$ cat config.mk
export PLATFORM = sky130hd
export DESIGN_NAME = column_window_reader
export DESIGN_NICKNAME = d
export VERILOG_FILES = /design/src/rtl/column_window_reader_pkg.sv /design/src/rtl/column_window_reader_rb_slot_addr.sv /design/src/rtl/column_window_reader.sv
export SDC_FILE = /design/constraint.sdc
export NUM_CORES = 1
export LEC_CHECK = 0
export ABC_AREA = 1
export CAP_MARGIN = 5
export CORE_MARGIN = 2
export CORE_UTILIZATION = 35
export CTS_CLUSTER_DIAMETER = 30
export DETAILED_ROUTE_END_ITERATION = 7
export GPL_ROUTABILITY_DRIVEN = 0
export GPL_TIMING_DRIVEN = 0
export PLACE_DENSITY = 0.7
export RECOVER_POWER = 50
export SYNTH_ARGS = -nofsm -noshare
export SYNTH_HDL_FRONTEND = slang
export SYNTH_HIERARCHICAL = 1
export SYNTH_SLANG_ARGS = --single-unit
$ cat constraint.sdc
create_clock -name clk -period 2.1 [get_ports clk]
set_clock_uncertainty 0.2 [all_clocks]
set_input_delay 0.21 -clock clk [delete_from_list [all_inputs] [get_ports clk]]
set_output_delay 0.21 -clock clk [all_outputs]
set_load 0.005 [all_outputs]
$ cat src/rtl/column_window_reader_pkg.sv
// Shared row-buffer definitions: reader FSM encoding and width helpers
// used by both the column reader and the write-address logic.
package column_window_reader_pkg;

    typedef enum logic [2:0] {
        IDLE,
        ISSUE,
        DRAIN,
        HOLD,
        DONE
    } rb_state_e;

    // Never return a zero width, so degenerate parameters still give legal vectors
    function automatic int rb_width(input int n);
        return (n > 1) ? $clog2(n) : 1;
    endfunction

    function automatic int rb_addr_w(input int mem_depth);
        return rb_width(mem_depth);
    endfunction

endpackage

$ cat src/rtl/column_window_reader_rb_slot_addr.sv
// Row-buffer slot address: slot rows are interleaved, so pixel (row, col)
// lives at row + col*RB_COUNT, with the row index wrapped before scaling.
module rb_slot_addr
    import column_window_reader_pkg::*;
#(
    parameter int RB_COUNT    = 8,
    parameter int IMAGE_WIDTH = 256,
    parameter int WIN_ROWS    = 3,
    parameter int MEM_DEPTH   = RB_COUNT * IMAGE_WIDTH
) (
    input  logic [rb_width(RB_COUNT)-1:0]    top_row,
    input  logic [rb_width(WIN_ROWS)-1:0]    k,
    input  logic [rb_width(IMAGE_WIDTH)-1:0] col,
    output logic [rb_addr_w(MEM_DEPTH)-1:0]  addr
);

    localparam int TW = rb_width(RB_COUNT);
    localparam int AW = rb_addr_w(MEM_DEPTH);
    localparam int SW = TW + 1;

    logic [SW-1:0] row_sum;
    logic [TW-1:0] row;

    // top_row < RB_COUNT and k < WIN_ROWS <= RB_COUNT, so one conditional subtract is a full modulo
    always_comb begin
        row_sum = {1'b0, top_row} + SW'(k);
        if (row_sum >= SW'(RB_COUNT)) begin
            row_sum = row_sum - SW'(RB_COUNT);
        end
        row  = row_sum[TW-1:0];
        addr = AW'(row) + AW'(col) * AW'(RB_COUNT);
    end

endmodule

$ cat src/rtl/column_window_reader.sv
// Column window reader: walks one image line column by column, reading
// WIN_ROWS resident rows from the interleaved row-buffer BRAM per column.
module column_window_reader
    import column_window_reader_pkg::*;
#(
    parameter int RB_COUNT    = 8,
    parameter int IMAGE_WIDTH = 256,
    parameter int WIN_ROWS    = 3,
    parameter int PIXEL_W     = 8,
    parameter int MEM_DEPTH   = RB_COUNT * IMAGE_WIDTH
) (
    input  logic                            clk,
    input  logic                            rst,
    input  logic                            line_go,
    output logic                            rd_en,
    output logic [rb_addr_w(MEM_DEPTH)-1:0] rd_addr,
    input  logic [PIXEL_W-1:0]              rd_data,
    output logic [WIN_ROWS*PIXEL_W-1:0]     col_data,
    output logic                            col_valid,
    input  logic                            col_ready,
    output logic [rb_width(RB_COUNT)-1:0]   top_row,
    output logic                            row_release,
    output logic                            busy
);

    localparam int TW = rb_width(RB_COUNT);
    localparam int KW = rb_width(WIN_ROWS);
    localparam int CW = rb_width(IMAGE_WIDTH);
    localparam int AW = rb_addr_w(MEM_DEPTH);

    localparam logic [KW-1:0] K_LAST = KW'(WIN_ROWS - 1);
    localparam logic [CW-1:0] C_LAST = CW'(IMAGE_WIDTH - 1);
    localparam logic [TW-1:0] T_LAST = TW'(RB_COUNT - 1);

    rb_state_e state_q, state_d;
    logic [KW-1:0] k_q, k_d;
    logic [CW-1:0] col_q, col_d;
    logic [TW-1:0] top_q, top_d;
    logic          pend_q, pend_d;

    logic                        rdv_q;
    logic [KW-1:0]               capk_q;
    logic [WIN_ROWS*PIXEL_W-1:0] col_data_q;
    logic [AW-1:0]               slot_addr;

    rb_slot_addr #(
        .RB_COUNT    (RB_COUNT),
        .IMAGE_WIDTH (IMAGE_WIDTH),
        .WIN_ROWS    (WIN_ROWS),
        .MEM_DEPTH   (MEM_DEPTH)
    ) u_slot_addr (
        .top_row (top_q),
        .k       (k_q),
        .col     (col_q),
        .addr    (slot_addr)
    );

    always_ff @(posedge clk or negedge rst) begin
        if (!rst) begin
            state_q <= IDLE;
            k_q     <= '0;
            col_q   <= '0;
            top_q   <= '0;
            pend_q  <= 1'b0;
        end else begin
            state_q <= state_d;
            k_q     <= k_d;
            col_q   <= col_d;
            top_q   <= top_d;
            pend_q  <= pend_d;
        end
    end

    // A go that lands while a line is in flight (including the DONE cycle) is remembered once
    always_comb begin
        state_d = state_q;
        k_d     = k_q;
        col_d   = col_q;
        top_d   = top_q;
        pend_d  = pend_q;
        if (line_go && (state_q != IDLE)) begin
            pend_d = 1'b1;
        end
        case (state_q)
            IDLE: begin
                col_d = '0;
                k_d   = '0;
                if (line_go || pend_q) begin
                    state_d = ISSUE;
                    pend_d  = 1'b0;
                end
            end
            ISSUE: begin
                if (k_q == K_LAST) begin
                    state_d = DRAIN;
                end else begin
                    k_d = k_q + KW'(1);
                end
            end
            DRAIN: begin
                state_d = HOLD;
            end
            HOLD: begin
                if (col_ready) begin
                    k_d = '0;
                    if (col_q == C_LAST) begin
                        state_d = DONE;
                    end else begin
                        col_d   = col_q + CW'(1);
                        state_d = ISSUE;
                    end
                end
            end
            DONE: begin
                top_d   = (top_q == T_LAST) ? '0 : top_q + TW'(1);
                col_d   = '0;
                k_d     = '0;
                state_d = IDLE;
            end
            default: begin
                state_d = IDLE;
            end
        endcase
    end

    // Read data returns one cycle after issue; capk_q tracks which window row it belongs to
    always_ff @(posedge clk or negedge rst) begin
        if (!rst) begin
            rdv_q      <= 1'b0;
            capk_q     <= '0;
            col_data_q <= '0;
        end else begin
            rdv_q  <= rd_en;
            capk_q <= k_q;
            for (int r = 0; r < WIN_ROWS; r++) begin
                if (rdv_q && (capk_q == KW'(r))) begin
                    col_data_q[r*PIXEL_W +: PIXEL_W] <= rd_data;
                end
            end
        end
    end

    assign rd_en       = (state_q == ISSUE);
    assign rd_addr     = rd_en ? slot_addr : '0;
    assign col_data    = col_data_q;
    assign col_valid   = (state_q == HOLD);
    assign top_row     = top_q;
    assign row_release = (state_q == DONE);
    assign busy        = (state_q != IDLE);

endmodule

==> summary.md <==
| Metric | Value |
|---|---|
| Num CTS Buffers | `5` |
| Worst slew margin | `47.8%` |
| 1st-iter DRT viols | `48` |
| Core area | `6240 um2` |
| Total Nets Final | `348` |
| Port bufs | `53` |
| Die Height | `83.7 um` |
| Wire per inst | `12.1 um` |
| Internal | `2.53 mW` |
| Largest fanout on the critical path | `2` |
| Startpoint Class | `register` |
| Leakage | `1.49 nW` |
| Initial Util | `35.6%` |
| Mux cell area share after synthesis | `0%` |
| Worst reg2reg endpoint | `top_row[0]` |
| Worst r2r path cells | `6` |
| First-pass GRT wire length | `8540 um` |
| RSZ-0062 raised after global routing | `true` |
| Worst min-delay path class | `reg2reg` |
| Share of the synthesized area in the top cell type | `49.5%` |
| Final min period | `2040 ps` |
| Initial DRT Pass Iterations | `4` |
| Fin. max-slew vios | `0` |
| Register area | `1100 um2` |
| Synth warnings | `6` |
| Htree depth | `2` |
| Overall Global Routing Usage | `15.1%` |
| Sw Share | `35.9%` |
| Synthesized area | `2220 um2` |
| Post-synthesis adder-cell area fraction | `3.71%` |
| Largest net degree at the start of global routing | `33` |
| Vias in the first global route | `1848` |
| Drt total wl | `4930 um` |
| N_diodes | `0` |
| Yosys top cell by area | `dfrtp_1` |
| Footprint of the multi-input gates | `915 um2` |
| Final Total Pwr | `3.94 mW` |
| DP HPWL | `3570 um` |
| Final Hold Fails | `0` |
| Sequential Power Share | `35.6%` |
| Net Sw Power | `1.42 mW` |
| Setup TNS | `0 ps` |
| Req. time, crit path | `1690 ps` |
| Clock sink count | `44` |
| Syn Nets | `276` |
| Post-route DRC | `0` |
| FF-to-FF setup slack | `380 ps` |
| Commonest non-fill, non-tap cells in the layout | `67 x nand2_1, 42 x dfrtp_1, 37 x clkdlybuf4s50_1` |
| Antenna viol nets, final | `0` |
| Worst Path Arrival | `1630 ps` |
| Syn Inst Count | `258` |
| Vias per inst | `4.51` |
| WHS | `282 ps` |
| Status | `finished clean` |
| Final worst-path cycle share | `96.9%` |
| Layout cells sized above 1 | `20.2%` |
| Total grt overflow | `0` |
| Hold depth | `0` |
| Synth Area in Compound Gates | `10.7%` |
| Total number of vias | `1841` |
| Die area | `7010 um2` |
| Initial antenna violation count | `0` |
| Max-cap violations | `0` |
| Number of fill cells | `594` |
| Std cell rows | `29` |
| Most common cell after layout, fill and taps aside | `nand2_1` |
| I/O Pins | `54` |
| Layout area overhead | `38.7%` |
| Chip width | `83.7 um` |
| Layout Utilization | `49.4%` |
| Power Density | `1280 nW/um2` |
| Maximum VDD drop | `0.000602 V` |
| Combinational power share | `47.1%` |
| Mean Syn Cell Area | `8.62 um2` |
| Post-Synth Simple-Gate Area | `25.8%` |
| Hold path startpoint | `k_q[1]` |
| Hold EP | `capk_q[1]` |
| CTS tree | `yes` |
| Setup violators final | `0` |
| Worst-Margin Slew | `783 ps` |
| Reg2reg start | `state_q[0]` |
| Clk pwr share | `17.3%` |
| F_max | `491 MHz` |
| XOR/XNOR Fraction of Synth Area | `0%` |
| Largest family of logic cells by synthesized area | `simple AND/OR/NAND/NOR gates` |
| Seq/Total Area, Yosys | `49.5%` |
| Crit path capture type | `primary output` |
| CTS Buffer Depth | `2` |
| Skew-Pair Late Insertion Delay | `300 ps` |
| Synthesized flop and latch total | `44` |
| Critical path class | `reg2out` |
| CTS root buffer | `clkbuf_8` |
| Synth top area cells | `dfrtp_1 50%, nand2_1 11%, o21ai_0 6.1%` |
| Clk pin slew, worst setup/hold paths | `80 ps` |
| Number of distinct library cells after synthesis | `26` |
-- logic make-up after synthesis --
logic type      count (synthesis)
compound gates                 40
flops                          44
simple gates                  120
fa+ha+maj                       6
buf+inv                        48
-- registers in the layout, indices dropped and copies added, names as in the netlist --
register	flops
top_row	3
pend_q	1
capk_q	2
k_q	2
rdv_q	1
col_q	8
state_q	3
col_data	24
-- through the flow --
step                      cell area, um2  setup slack (ps)  cells
after floorplan                     2220               414    258
after global placement              2850              -530    388
after detailed placement            2870              -140    389
after CTS                           3070              19.0    406
after global routing                3080             -26.5    408
final                               3080              64.8    408
-- how the worst max path moves through the flow --
stage	startpoint	to	slack, ps	cells past startpoint
after floorplan	top_row[0]	rd_addr[2]	410	7
after global placement	rst	col_q[0]	-530	1
after detailed placement	state_q[2]	rd_addr[0]	-140	7
after CTS	top_row[0]	rd_addr[1]	20	5
after global routing	k_q[0]	rd_addr[1]	-30	5
final	top_row[0]	rd_addr[1]	60	5
-- routing by layer --
layer  share of wire, %  track usage, %  up-vias
met5                  0               0        -
met4                2.3            5.87        0
met3                5.8            3.86       10
met2                 49            24.9       52
met1                 43            19.0      837
li1                   -               -      942
-- Yosys cell counts (all sizes together) --
| library cell | number |
|---|---|
| buf | 10 |
| nor3 | 1 |
| o21bai | 2 |
| clkbuf | 3 |
| nor2 | 25 |
| nand2 | 78 |
| inv | 35 |
| a21oi | 2 |
| dfrtp | 44 |
| o21ai | 35 |
| fa | 1 |
| nand3b | 1 |
| nand3 | 14 |
| ha | 5 |
| or2 | 1 |
| o21a | 1 |
-- power groups by stage --
stage          sequential (mW)  clock [mW]  combinational [mW]
6_report                  1.40       0.681                1.86
5_1_grt                   1.46       0.742                2.07
4_1_cts                   1.41       0.705                1.87
3_5_place_dp              1.43           0                1.76
3_3_place_gp              1.41           0                1.72
2_1_floorplan             1.40           0               0.917
-- area by class of cell --
| type | count | area share, % |
|---|---|---|
| Tap cell | 77 | 3.12 |
| Clock inverter | 2 | 1.26 |
| Sequential cell | 44 | 35.8 |
| Timing Repair Buffer | 65 | 19.8 |
| Buffer | 13 | 3.33 |
| Inverter | 35 | 4.34 |
| Multi-Input combinational cell | 166 | 29.7 |
| Clock buffer | 6 | 2.68 |
-- worst max-delay path: stages, from the launching register on --
cell and delay [ps]:
dfrtp_1 390, ha_2 190, fa_2 510, inv_1 40
nor2_1 90, buf_2 120
-- repair_timing --
item | in CTS | in global routing
pin swaps | 2 | 4
endpoints found under the hold margin | 44 | 0
hold buffers | 1 | 0
resized for setup | 29 | 4
buffers inserted | 8 | 2
setup endpoints to repair | 13 | 4
(Power assumes the default switching activity.)
